--- src/rtl/fifo_sync_fwft.sv ---
// Synchronous first-word-fall-through FIFO with valid/ready on both sides, level flags,
// reject/overwrite full policy and flush. Define FIFO_SYNC_FWFT_STATS_EN for max_count/drop_count.
module fifo_sync_fwft #(
    parameter int DATA_W    = 8,
    parameter int SIZE      = 32,
    parameter int OVERWRITE = 0,
    parameter int AFULL_TH  = SIZE - 4,
    parameter int AEMPTY_TH = 4
) (
    input  logic                  clk,
    input  logic                  aresetn,
    input  logic                  clear,
    input  logic [DATA_W-1:0]     wr_data,
    input  logic                  wr_valid,
    output logic                  wr_ready,
    output logic [DATA_W-1:0]     rd_data,
    output logic                  rd_valid,
    input  logic                  rd_ready,
    output logic [$clog2(SIZE):0] data_count,
    output logic                  full,
    output logic                  empty,
    output logic                  almost_full,
    output logic                  almost_empty,
    output logic                  overflow,
    output logic                  underflow
`ifdef FIFO_SYNC_FWFT_STATS_EN
    ,
    output logic [$clog2(SIZE):0] max_count,
    output logic [15:0]           drop_count
`endif
);

    localparam int          AW       = $clog2(SIZE);
    localparam bit          OVW      = (OVERWRITE != 0);
    localparam logic [AW:0] SIZE_C   = SIZE[AW:0];
    localparam logic [AW:0] AFULL_C  = AFULL_TH[AW:0];
    localparam logic [AW:0] AEMPTY_C = AEMPTY_TH[AW:0];

    logic [DATA_W-1:0] mem [SIZE];
    logic [AW-1:0]     head;
    logic [AW-1:0]     tail;
    logic [AW:0]       count;
    logic [AW:0]       count_nxt;
    logic              push;
    logic              pop;
    logic              lose_oldest;
    logic              ovf_evt;
    logic              unf_evt;

    always_comb begin
        full         = (count == SIZE_C);
        empty        = (count == '0);
        almost_full  = (count >= AFULL_C);
        almost_empty = (count <= AEMPTY_C);
        rd_valid     = !empty;
        wr_ready     = OVW ? 1'b1 : !full;
        data_count   = count;
        // rd_data is forced to zero while empty so reset/flush never expose stale memory
        rd_data      = empty ? '0 : mem[tail];
        push         = wr_valid && wr_ready;
        pop          = rd_valid && rd_ready;
        lose_oldest  = push && full && !pop;
        ovf_evt      = wr_valid && full && !(OVW && pop);
        unf_evt      = rd_ready && empty;
    end

    always_comb begin
        count_nxt = count;
        if (push && !pop && !full)
            count_nxt = count + 1'b1;
        else if (pop && !push)
            count_nxt = count - 1'b1;
    end

    always_ff @(posedge clk or negedge aresetn) begin
        if (!aresetn) begin
            head      <= '0;
            tail      <= '0;
            count     <= '0;
            overflow  <= 1'b0;
            underflow <= 1'b0;
        end else if (clear) begin
            head      <= '0;
            tail      <= '0;
            count     <= '0;
            overflow  <= 1'b0;
            underflow <= 1'b0;
        end else begin
            if (push)
                head <= head + 1'b1;
            if (pop || lose_oldest)
                tail <= tail + 1'b1;
            count     <= count_nxt;
            overflow  <= ovf_evt;
            underflow <= unf_evt;
        end
    end

    // Storage carries no reset; flush leaves contents in place
    always_ff @(posedge clk) begin
        if (push && !clear)
            mem[head] <= wr_data;
    end

`ifdef FIFO_SYNC_FWFT_STATS_EN
    always_ff @(posedge clk or negedge aresetn) begin
        if (!aresetn) begin
            max_count  <= '0;
            drop_count <= '0;
        end else if (clear) begin
            max_count  <= '0;
            drop_count <= '0;
        end else begin
            if (count_nxt > max_count)
                max_count <= count_nxt;
            if (ovf_evt && (drop_count != 16'hFFFF))
                drop_count <= drop_count + 16'd1;
        end
    end
`endif

endmodule

--- config.mk ---
export PLATFORM = sky130hd
export DESIGN_NAME = fifo_sync_fwft
export DESIGN_NICKNAME = d
export VERILOG_FILES = /design/src/rtl/fifo_sync_fwft.sv
export SDC_FILE = /design/constraint.sdc
export NUM_CORES = 1
export LEC_CHECK = 0
export CORE_ASPECT_RATIO = 0.5
export CORE_UTILIZATION = 60
export CTS_CLUSTER_SIZE = 20
export DETAILED_ROUTE_END_ITERATION = 10
export PLACE_DENSITY = 0.89
export SETUP_SLACK_MARGIN = 0.2
export SKIP_LAST_GASP = 1
export SLEW_MARGIN = 15
export SYNTH_ARGS = -nofsm -noshare
export SYNTH_HDL_FRONTEND = slang
export SYNTH_SLANG_ARGS = --single-unit
export TNS_END_PERCENT = 10
--- constraint.sdc ---
create_clock -name clk -period 3.3 [get_ports clk]
set_clock_uncertainty 0.05 [all_clocks]
set_input_delay 0.33 -clock clk [delete_from_list [all_inputs] [get_ports clk]]
set_output_delay 0.33 -clock clk [all_outputs]
set_load 0.05 [all_outputs]
==> reports/results.tsv <==
metric	value	unit
status	finished, violations left	
failing checks	design-rule violations	
HPWL after DPL	15.0	mm
GR Util All Layers	30.1	%
Worst Reg-to-Reg Cells	9	
number of synthesized flops with an enable pin	256	
LEAKAGE	0.00425	uW
largest net degree at the start of global routing	36	
Clock Latency Late Sink	0.51	ns
synth warn	0	
peak supply drop	0.000428	V
CTS sink cnt	274	
P_sw	2690	uW
Root Buffer	clkbuf_16	
wire per inst	29.7	microns
critical path startpoint category	flip-flop	
Port Buf Inserts	34	
Num CTS Buffers	23	
die area	0.0189	sq mm
most common cell after layout, fill and taps aside	edfxtp_1	
Hold WC Path Type	primary input to asynchronous set/reset pin	
Crit Path Class	flip-flop to output port	
Post-Syn Area	0.0110	sq mm
crit-path most repeated cell	buf_4	
DP Area	0.0119	sq mm
initial antenna violation count	0	
vias in the first global route	6516	
most frequent cells in the layout	256 x edfxtp_1, 62 x buf_4, 51 x nor2_1, 48 x mux4_2, 33 x mux2i_1	
Flop pwr share	44.7	%
row count	34	
Chip Height	97.7	microns
most used flip-flop cell after synthesis	edfxtp_1	
drt pass-1 iters	10	
post-route cell area	0.0128	sq mm
global-route wire length before repair	41.3	mm
drt via density	7.07	
post-synthesis register bit count	274	
syn_nets	624	
Tmin final	3.09	ns
final core utilization	72.3	%
routed wire length	27.9	mm
CTS tree	done	
Worst setup startpoint	tail[1]$_DFFE_PN0P_	
max incr delay on CP	0.62	ns
Area Overhead vs Synth	16.0	%
Clock power frac	30.3	%
Setup TNS Final	0	ns
Arr. time, crit path	2.71	ns
critical path data required time	2.92	ns
initial DRC count	1016	
Worst-path clk slew	0.07	ns
Avg Inst Size Synth	18.3	sq um
diode count	0	
Final Setup Violations	0	
Total Nets Final	709	
Chip Width	193	microns
worst r2r src	data_count[5]$_DFFE_PN0P_	
Crit Path Max Fanout	19	
final hold vios	0	
Hold-fix buffers, CTS	0	
I/O pin cnt	35	
Placer Congestion	0.846	
grt total ovfl	0	
Longest Clk Path Bufs	3	
starting density of the core	62.3	%
layout cells sized above 1	24.2	%
library cells used by synthesis	43	
RSZ-0062 raised after global routing	yes	
max-capacitance violation count	0	
Internal	6240	uW
DRC Markers	5	
H-tree levels	1	
Switching Share	30.1	%
Comb pwr share	24.9	%
Slew Limit Fails	0	
total number of vias	6629	
period utilization	93.8	%
cells along the critical path	buf_4 -> mux4_2 -> a22oi_2 -> nand2_1 -> and3_1 -> buf_4	
Slew @ Worst Pin	1.19	ns
Worst setup EP type	output port	
Seq/Total Area, Yosys	74.0	%
Post-synth ARST share	6.57	%
Final ANT Viol Nets	0	
core area	0.0177	sq mm
r2r setup slk	0.40	ns
PD cells	700	mW/mm^2
critical path's slowest cell	dfrtp_4	
Slew headroom	20.5	%
R2R Path End	data_count[5]$_DFFE_PN0P_	
fmax	323	MHz
Post-Synthesis Cells	601	
## synth_stat cells, types with 2 or more instances
cell,n,area [sq um]
clkbuf_1,21,78.8
or3_1,2,12.5
edfxtp_1,256,7690
nor3_1,5,25.0
a22oi_1,16,120
o21ai_0,2,10.0
o221ai_1,8,70.1
and3_1,8,50.1
inv_1,9,33.8
buf_1,2,7.51
xor2_1,8,70.1
nand3b_1,5,37.5
a211oi_1,13,97.6
nand4_1,2,12.5
buf_2,8,40.0
ha_1,9,113
xnor2_1,2,17.5
mux4_2,48,1080
dfrtp_1,18,450
o22ai_1,8,50.1
nand3_1,6,30.0
nand2_1,25,93.8
mux2i_1,33,330
nor2b_1,3,18.8
nor2_1,51,191
or3b_2,2,17.5
a21oi_1,14,70.1
a21o_1,2,15.0
## metal layers
| metal | up-vias | routed length, microns | track usage (%) | part of all wire [%] |
|---|---|---|---|---|
| met4 | 0 | 1260 | 12.2 | 4.5 |
| met1 | 3284 | 9830 | 41.4 | 35 |
| met2 | 663 | 12900 | 46.9 | 46 |
| met3 | 118 | 3890 | 8.08 | 14 |
| li1 | 2564 | - | - | - |
| met5 | - | 0 | 0 | 0 |
## worst max path at each step
stage	endpoint	slack [ns]
after CTS	rd_data[1]	0.19
after global routing	rd_data[2]	0.17
final	rd_data[2]	0.21
after floorplan	data_count[5]$_DFFE_PN0P_	0.15
after detailed placement	data_count[5]$_DFFE_PN0P_	0.45
after global placement	data_count[5]$_DFFE_PN0P_	0.51
## power groups by stage
stage / registers, uW / logic (uW) / clock network, uW
final: 3990 / 2220 / 2710
after global routing: 4000 / 2300 / 2840
after CTS: 3990 / 2170 / 2720
after detailed placement: 4070 / 2050 / 0
after global placement: 4050 / 1990 / 0
after floorplan: 4110 / 1380 / 0
## kinds of logic after synthesis
kind of cell               synth area share [%]
and+or+nand+nor                            4.82
buffers and inverters                      1.57
muxes                                      12.9
xor gates and xnor gates                  0.944
AOI/OAI and AO/OA                          4.52
DFF                                        74.0
adders and majority gates                  1.21
## area by class of cell
type / instances / area (sq um)
flip-flops and latches: 274 / 8150
fillers: 898 / 4890
multi-input cells: 285 / 2720
repair buffers: 93 / 827
clock buffers: 25 / 583
well taps: 234 / 293
clock inverters: 17 / 156
inverters: 9 / 33.8
## repair_timing
item	4_1_cts	5_1_grt
resized for setup	4	6
endpoints found under the setup margin	8	8
gates cloned	1	0
setup buffers	5	2
endpoints found under the hold margin	0	0
## registers in the layout, summed over array words and instances, names as in the netlist
name	flops
underflow	1
tail	5
overflow	1
data_count	6
mem	256
head	5
## through the flow
step	worst slack, ns	power (uW)	hold WS, ns	cells
finish	0.205	8930	0.291	937
CTS	0.187	8890	0.300	935
detailed placement	0.450	6120	0.583	887
global route	0.165	9150	0.333	937
floorplan	0.150	5500	-0.0156	601
global placement	0.514	6040	0.564	887
## critical path, delay by kind of cell, from the launching register on
| family | cells | cell delay [ns] |
|---|---|---|
| muxes | 1 | 0.39 |
| DFF | 1 | 0.62 |
| and+or+nand+nor | 2 | 0.38 |
| AOI/OAI and AO/OA | 1 | 0.30 |
| buffers and inverters | 2 | 0.50 |
Note: power is estimated with default switching activity, not from simulation.
